`src/rtl/i2c_master_ctrl.sv`:
```
// Single-master I2C initiator for 7-bit serial memories with 16-bit internal addressing.
// One command at a time: a single-byte write, or a single-byte random read that uses a
// repeated start. SCL/SDA are open-drain enables; slave clock stretching is honoured.
//
// Ports:
//   clk, rstn              system clock, asynchronous active-low reset
//   cmd_valid              command request, accepted only while idle
//   cmd_read               1 = read, 0 = write
//   cmd_dev/maddr/wdata    device address, memory address (MSB byte first), write byte
//   busy, done             transaction in progress, one-cycle completion pulse
//   ack_err                slave NACK seen in the last transaction (held until next accept)
//   rdata                  read byte, updated only on a successful read
//   scl_i, sda_i           pad inputs
//   scl_oe, sda_oe         1 = pull the line low
module i2c_master_ctrl #(
    parameter int unsigned CLK_DIV = 4
) (
    input  logic        clk,
    input  logic        rstn,
    input  logic        cmd_valid,
    input  logic        cmd_read,
    input  logic [6:0]  cmd_dev,
    input  logic [15:0] cmd_maddr,
    input  logic [7:0]  cmd_wdata,
    output logic        busy,
    output logic        done,
    output logic        ack_err,
    output logic [7:0]  rdata,
    input  logic        scl_i,
    input  logic        sda_i,
    output logic        scl_oe,
    output logic        sda_oe
);

    localparam logic [9:0] QMax = 10'(CLK_DIV - 1);

    typedef enum logic [3:0] {
        StIdle, StStart, StDevW, StAckDw, StMadH, StAckH, StMadL, StAckL,
        StWdat, StAckWd, StRstart, StDevR, StAckDr, StRdat, StMnack, StStop
    } state_e;

    state_e      state_q, state_d;
    logic [9:0]  qcnt_q, qcnt_d;
    logic [1:0]  quar_q, quar_d;
    logic [2:0]  bit_q, bit_d;
    logic [7:0]  rx_q, rx_d;
    logic        nack_q, nack_d;
    logic        ack_err_q, ack_err_d;
    logic [7:0]  rdata_q, rdata_d;
    logic        done_q, done_d;
    logic        sda_q, sda_d;

    logic        read_q;
    logic [6:0]  dev_q;
    logic [15:0] maddr_q;
    logic [7:0]  wdata_q;

    logic        stall, qtick, btick, sample;
    logic        is_tx, is_ack;
    logic [7:0]  txbyte;

    // Slave stretching: the quarter counter freezes in Q2 while the line is held low.
    assign stall  = (quar_q == 2'd2) && !scl_i;
    assign qtick  = !stall && (qcnt_q == QMax);
    assign btick  = qtick && (quar_q == 2'd3);
    assign sample = qtick && (quar_q == 2'd2);

    always_comb begin
        is_tx  = 1'b0;
        is_ack = 1'b0;
        txbyte = 8'h00;
        case (state_q)
            StDevW:  begin is_tx = 1'b1; txbyte = {dev_q, 1'b0}; end
            StMadH:  begin is_tx = 1'b1; txbyte = maddr_q[15:8]; end
            StMadL:  begin is_tx = 1'b1; txbyte = maddr_q[7:0]; end
            StWdat:  begin is_tx = 1'b1; txbyte = wdata_q; end
            StDevR:  begin is_tx = 1'b1; txbyte = {dev_q, 1'b1}; end
            StAckDw, StAckH, StAckL, StAckWd, StAckDr: is_ack = 1'b1;
            default: ;
        endcase
    end

    // Line drive per quarter. SDA goes through a register so it always moves one cycle
    // after the SCL edge of the same quarter, keeping data changes inside SCL-low.
    always_comb begin
        scl_oe = 1'b0;
        sda_d  = 1'b0;
        case (state_q)
            StIdle: ;
            StStart, StRstart: begin
                scl_oe = (quar_q == 2'd0) || (quar_q == 2'd3);
                sda_d  = quar_q[1];
            end
            StStop: begin
                scl_oe = (quar_q == 2'd0);
                sda_d  = !quar_q[1];
            end
            default: begin
                scl_oe = !quar_q[1];
                sda_d  = is_tx ? !txbyte[bit_q] : 1'b0;
            end
        endcase
    end

    always_comb begin
        state_d   = state_q;
        qcnt_d    = qcnt_q;
        quar_d    = quar_q;
        bit_d     = bit_q;
        rx_d      = rx_q;
        nack_d    = nack_q;
        ack_err_d = ack_err_q;
        rdata_d   = rdata_q;
        done_d    = 1'b0;
        if (state_q == StIdle) begin
            qcnt_d = '0;
            quar_d = 2'd0;
            bit_d  = 3'd7;
            if (cmd_valid) begin
                state_d   = StStart;
                ack_err_d = 1'b0;
            end
        end else begin
            if (!stall) begin
                qcnt_d = (qcnt_q == QMax) ? '0 : qcnt_q + 10'd1;
            end
            if (qtick) begin
                quar_d = quar_q + 2'd1;
            end
            if (sample) begin
                nack_d = sda_i;
                if (state_q == StRdat) begin
                    rx_d = {rx_q[6:0], sda_i};
                end
            end
            if (btick) begin
                bit_d = 3'd7;
                if ((is_tx || state_q == StRdat) && bit_q != 3'd0) begin
                    bit_d = bit_q - 3'd1;
                end else begin
                    unique case (state_q)
                        StStart:  state_d = StDevW;
                        StDevW:   state_d = StAckDw;
                        StAckDw:  state_d = nack_q ? StStop : StMadH;
                        StMadH:   state_d = StAckH;
                        StAckH:   state_d = nack_q ? StStop : StMadL;
                        StMadL:   state_d = StAckL;
                        StAckL:   state_d = nack_q ? StStop : (read_q ? StRstart : StWdat);
                        StWdat:   state_d = StAckWd;
                        StAckWd:  state_d = StStop;
                        StRstart: state_d = StDevR;
                        StDevR:   state_d = StAckDr;
                        StAckDr:  state_d = nack_q ? StStop : StRdat;
                        StRdat:   state_d = StMnack;
                        StMnack: begin
                            state_d = StStop;
                            rdata_d = rx_q;
                        end
                        StStop: begin
                            state_d = StIdle;
                            done_d  = 1'b1;
                        end
                        default:  state_d = StIdle;
                    endcase
                    if (is_ack && nack_q) begin
                        ack_err_d = 1'b1;
                    end
                end
            end
        end
    end

    always_ff @(posedge clk or negedge rstn) begin
        if (!rstn) begin
            state_q   <= StIdle;
            qcnt_q    <= '0;
            quar_q    <= 2'd0;
            bit_q     <= 3'd7;
            rx_q      <= 8'h00;
            nack_q    <= 1'b0;
            ack_err_q <= 1'b0;
            rdata_q   <= 8'h00;
            done_q    <= 1'b0;
            sda_q     <= 1'b0;
            read_q    <= 1'b0;
            dev_q     <= 7'h00;
            maddr_q   <= 16'h0000;
            wdata_q   <= 8'h00;
        end else begin
            state_q   <= state_d;
            qcnt_q    <= qcnt_d;
            quar_q    <= quar_d;
            bit_q     <= bit_d;
            rx_q      <= rx_d;
            nack_q    <= nack_d;
            ack_err_q <= ack_err_d;
            rdata_q   <= rdata_d;
            done_q    <= done_d;
            sda_q     <= sda_d;
            if (state_q == StIdle && cmd_valid) begin
                read_q  <= cmd_read;
                dev_q   <= cmd_dev;
                maddr_q <= cmd_maddr;
                wdata_q <= cmd_wdata;
            end
        end
    end

    assign busy    = (state_q != StIdle);
    assign done    = done_q;
    assign ack_err = ack_err_q;
    assign rdata   = rdata_q;
    assign sda_oe  = sda_q;

endmodule
```
`config.mk`:
```
export PLATFORM = sky130hd
export DESIGN_NAME = i2c_master_ctrl
export DESIGN_NICKNAME = d
export VERILOG_FILES = /design/src/rtl/i2c_master_ctrl.sv
export SDC_FILE = /design/constraint.sdc
export NUM_CORES = 1
export LEC_CHECK = 0
export ABC_AREA = 1
export CAP_MARGIN = 20
export CORE_MARGIN = 2
export CORE_UTILIZATION = 54
export CTS_CLUSTER_DIAMETER = 150
export CTS_CLUSTER_SIZE = 40
export DETAILED_ROUTE_END_ITERATION = 10
export HOLD_SLACK_MARGIN = 0.06
export PLACE_DENSITY = 0.86
export SYNTH_ARGS = -nofsm -noshare
export SYNTH_HDL_FRONTEND = slang
export SYNTH_SLANG_ARGS = --single-unit
```
`constraint.sdc`:
```
create_clock -name clk -period 2.5 [get_ports clk]
set_clock_uncertainty 0.05 [all_clocks]
set_input_delay 0.5 -clock clk [delete_from_list [all_inputs] [get_ports clk]]
set_output_delay 0.5 -clock clk [all_outputs]
set_load 0.05 [all_outputs]
```
# Word level (Yosys, flattened, before mapping)

Index checks and enable logic that the tools add are counted.

Register bits: 71
Input port bits: 37
Output and inout bits: 13
Word-level logic and storage cells: 105

Add/sub/neg operators: 3
Magnitude comparators: 1
Equal/unequal tests: 21
Mux-type cells: 35
Bitwise operators: 2
Reduce and logical (&&, ||, !) cells: 29

Operator list:

| kind                    | count |
|---|---|
| $pmux W4 S13            | 1 |
| $pmux W8 S5             | 1 |
| $eq A4 B4 Y1 const B    | 8 |
| $mux W10                | 3 |
| $mux W4                 | 6 |
| $eq A4 B3 Y1 const B    | 4 |
| $mux W1                 | 13 |
| $mux W3                 | 4 |
| $add A10 B1 Y10 const B | 1 |
| $eq A10 B2 Y1 const B   | 1 |
| $reduce_or A5 Y1        | 2 |
| $eq A4 B2 Y1 const B    | 2 |
| $mux W2                 | 4 |
| $reduce_and A4 Y1       | 2 |
| $logic_and A1 B1 Y1     | 7 |
| $pmux W1 S3             | 2 |
| $reduce_and A3 Y1       | 2 |
| $reduce_bool A2 Y1      | 3 |
| $eq A2 B2 Y1 const B    | 2 |
| $eq A4 B1 Y1 const B    | 1 |
| $logic_not A1 Y1        | 4 |
| $logic_not A4 Y1        | 1 |
| $lt A3 B4 Y1 const B    | 1 |
| $ne A2 B2 Y1 const B    | 2 |
| 11 further kinds        | 14 |

# Depth between registers and ports, before layout

Depth in word-level cells: 8
Gate-level depth with buffers: 12
Depth with buffers taken out: 12

# Worst setup path before layout

Ideal clock, no wire load.

Path kind: flip-flop to output port
Start: register state_q[1]
End: output scl_oe
Arrival: 1782 ps
Data required time: 1950 ps
Slack: 168 ps
Stages on the path, launching flop included: 7
Path buffers: 0
Cell sequence: dfrtp_1 > inv_1 > nand2_4 > nor2_8 > inv_4 > nand3_1 > o221ai_1

Longest elaborated chain between the ends: 3
Elaborated cells between the ends (all ways): 6
Classes of those cells: eq/ne (3); mux (1); reduce/logical (2)

Ends and longest elaborated chain:

| what                                         | RTL line | text |
|---|---|---|
| start: declaration                           | 42       | `state_e state_q, state_d;` |
| start signal: assignment                     | 175      | `state_q <= StIdle;` |
| start signal: assignment                     | 190      | `state_q <= state_d;` |
| $eq A4 B4 Y1 or $eq A4 B1 Y1 (tied branches) | 88       | `case (state_q)` |
| $reduce_or A2 Y1                             | 88       |  |
| $pmux W1 S3 *                                | 88       |  |
| end: declaration                             | 31       | `output logic scl_oe,` |

Every way passes the cells marked *; elsewhere a longest branch is shown, timed or not.

# Worst setup path after layout

Start: register state_q[2]
End: output busy

Longest elaborated chain between the ends: 1

Ends and longest elaborated chain:

| what               | RTL line | text |
|---|---|---|
| $reduce_bool A4 Y1 | 209      | `assign busy = (state_q != StIdle);` |
| end: declaration   | 25       | `output logic busy,` |

Every way passes these cells.

==> impl_metrics.env <==
export IMPL_cts_path_max_buffers=2
export IMPL_synth_distinct_cells=39
export IMPL_dp_hpwl_um=5881
export IMPL_required_ps=1950
export IMPL_cp_start_kind="flip-flop"
export IMPL_synth_top_cell_by_area="dfrtp_1"
export IMPL_power_density_nw_per_um2=597.3
export IMPL_yosys_warnings=0
export IMPL_drive_gt1_share_pct=15.52
export IMPL_max_stage_delay_ps=450
export IMPL_timing_critical_path_buf_inv=3
export IMPL_finalHoldViolCount=0
export IMPL_synth_common_cells="97 x nand2_1, 68 x dfrtp_1, 43 x nor2_1"
export IMPL_avgSynthCellArea_sq_um=8.966
export IMPL_leakagePower_nw=2.070
export IMPL_synthTopCellsByArea="dfrtp_1 47%, nand2_1 10%, mux2_2 6.5%"
export IMPL_post_cts_buffers=0
export IMPL_wire_per_inst_um=15.11
export IMPL_cp_depth=5
export IMPL_period_share_pct=94.78
export IMPL_numPortBuffers=49
export IMPL_setup_viol=0
export IMPL_cts_buffers=9
export IMPL_syn_inst=404
export IMPL_violations="design-rule violations"
export IMPL_drc_errors=3
export IMPL_grt_overflow_total=0
export IMPL_synth_net_count=447
export IMPL_fmax_ghz=0.4220
export IMPL_period_needed_ps=2370
export IMPL_final_antenna_net_count=0
export IMPL_rows=29
export IMPL_grt_max_degree=72
export IMPL_die_h_um=85.90
export IMPL_cts_sinks=71
export IMPL_ys_ff_latch=71
export IMPL_tritoncts="built"
export IMPL_irDropWorstVdd_mv=0.3045
export IMPL_place_gp_congestion=0.9112
export IMPL_clkSlewWorstSetupHoldPaths_ps=80
export IMPL_yosys_most_used_dff="dfrtp_1"
export IMPL_nNetsFinal=502
export IMPL_wl_met2_um=3976
export IMPL_r2r_cells=7
export IMPL_insertion_delay_ps=350
export IMPL_drt_total_wl_um=8174
export IMPL_viasPerCell=5.580
export IMPL_tightest_slew_ps=657.6
export IMPL_fill_cells=488
export IMPL_cts_root_buf="clkbuf_8"
export IMPL_initial_utilization_pct=56.40
export IMPL_netlist_area_leader_share_pct=46.98
export IMPL_ios=50
export IMPL_grt_pass1_vias=3003
export IMPL_yosysMostFrequentCell="nand2_1"
export IMPL_synthArstFlopShare_pct=100.0
export IMPL_crit_chain="nor2_2 -> inv_2 -> nor2_8 -> inv_4 -> dlygate4sd2_1"
export IMPL_yosysSeqAreaShare_pct=49.15
export IMPL_cp_end_kind="output port"
export IMPL_maxSlewViolCount=0
export IMPL_syn_area_sq_um=3622
export IMPL_cp_top_family="buffers and inverters"
export IMPL_status="finished, violations left"
export IMPL_cp_slowest_cell="dfrtp_2"
export IMPL_grt_pass1_wl_um=13810
export IMPL_syn_to_final_growth_pct=22.38
export IMPL_rsz0062_at_grt="false"
export IMPL_die_w_um=85.90
export IMPL_synth_edf_count=0
export IMPL_antenna_cells=0
export IMPL_dr_wl_met3_um=346
export IMPL_met1Wirelength_um=3624
export IMPL_cp_max_fo=8
export IMPL_arrival_ps=1820
export IMPL_cts_htree_levels=3
export IMPL_hold_worst_slack_ps=111.6
export IMPL_drt_pass1_iterations=8
export IMPL_relSlewSlack_pct=56.00
export IMPL_register_area_sq_um=1785
export IMPL_fin_setup_tns_ps=0
export IMPL_coreArea_sq_um=6422
export IMPL_multiInputGateArea_sq_um=1664
export IMPL_drtIter0Drc=141
export IMPL_grt_use_total_pct=24.15
export IMPL_crit_type="reg2out"
export IMPL_vias=3019
export IMPL_final_cells=541
export IMPL_drv_cap=0
export IMPL_dieArea_sq_um=7379
export IMPL_top_layer="met4"
export IMPL_hold_class="in2async"
export IMPL_dp_cells=525
export IMPL_antenna_found_initial=0
## worst reg2reg max path, cell delays in order, from the launching register on
cell and delay, ps:
dfrtp_2 450, nor2_2 220, inv_2 100, nor2_8 190, nor2_1 130, nor2_1 530, o21bai_1 250, a22oi_1 110
## report_power, final
group          total [mW]  switching, mW  internal, mW
registers            1.28         0.0690          1.21
logic               0.311          0.163         0.147
clock network        1.06          0.442         0.614
## cell families after synthesis
family                   after synthesis  synth area share, %
XOR/XNOR                               3               0.7255
buffers and inverters                 41                5.216
adder cells (fa/ha/maj)                6                2.072
flip-flops                            71                49.15
multiplexers                          32                9.948
AO/OA/AOI/OAI                         49                7.461
AND/OR/NAND/NOR                      202                25.42
## stage by stage
step	util [%]	setup WS (ps)	instance area, sq um	power [mW]
2_1_floorplan	-	168.5	3622	1.459
3_3_place_gp	65.19	279.8	4187	1.589
3_5_place_dp	65.19	225.7	4187	1.610
4_1_cts	68.87	32.07	4423	2.658
5_1_grt	69.02	11.76	4433	2.757
6_report	69.02	130.4	4433	2.648
## layout by cell type (no fill, tap or decap), types with 2 or more instances in the layout
master / count
nor4_1: 5
dfrtp_2: 4
inv_2: 4
or2_1: 2
nor2_1: 42
bufinv_16: 2
xor2_1: 2
nand2_1: 96
a21oi_1: 7
nor3_1: 4
clkinvlp_4: 2
nand4_1: 3
nand2_4: 3
buf_12: 2
inv_1: 28
clkdlybuf4s50_1: 46
o21ai_1: 9
buf_4: 2
ha_1: 6
nand3_1: 35
nor2_2: 4
dfrtp_1: 64
nor2_4: 2
mux2_1: 11
dfstp_2: 3
o21ai_2: 2
nand2_2: 2
o22ai_1: 4
mux2_2: 21
o21ai_0: 22
clkbuf_8: 11
## routing by layer
layer  global-route usage [%]  up-vias
met4                    10.82        0
met1                    30.84     1456
met5                        0        -
li1                         -     1447
met3                    3.946       23
met2                    40.52       93
## sequential cells by signal (all words and copies together) (netlist names)
name	flops
ack_err	1
bit_q	3
dev_q	7
done	1
maddr_q	16
nack_q	1
qcnt_q	10
quar_q	2
rdata	8
read_q	1
rx_q	8
sda_oe	1
state_q	4
wdata_q	8
## what timing repair did
item                                    CTS  global route
endpoints found under the setup margin    2             1
pin swaps                                 0             2
hold buffers                              0             0
resized for setup                         2             7
## worst paths after layout
path                                   startpoint               endpoint  slack, ps
max                        state_q[2]$_DFFE_PN0P_                   busy        130
min                                          rstn  qcnt_q[6]$_DFFE_PN0P_        110
max reg2reg                state_q[2]$_DFFE_PN0P_  qcnt_q[8]$_DFFE_PN0P_        360
min reg2reg                  rdata[5]$_DFFE_PN0P_   rdata[5]$_DFFE_PN0P_        440
max in group asynchronous                    rstn   bit_q[1]$_DFFE_PN1P_       1940
min in group clk             rdata[5]$_DFFE_PN0P_   rdata[5]$_DFFE_PN0P_        440
## final cells by class
| class | instances | area share (%) |
|---|---|---|
| inverter | 33 | 2.851 |
| sequential | 71 | 40.28 |
| clock buffer | 11 | 3.415 |
| tap | 77 | 2.173 |
| timing repair buffer | 52 | 11.94 |
| multi-input combinational | 292 | 37.54 |
| clock inverter | 5 | 1.806 |
(Power assumes the default switching activity.)
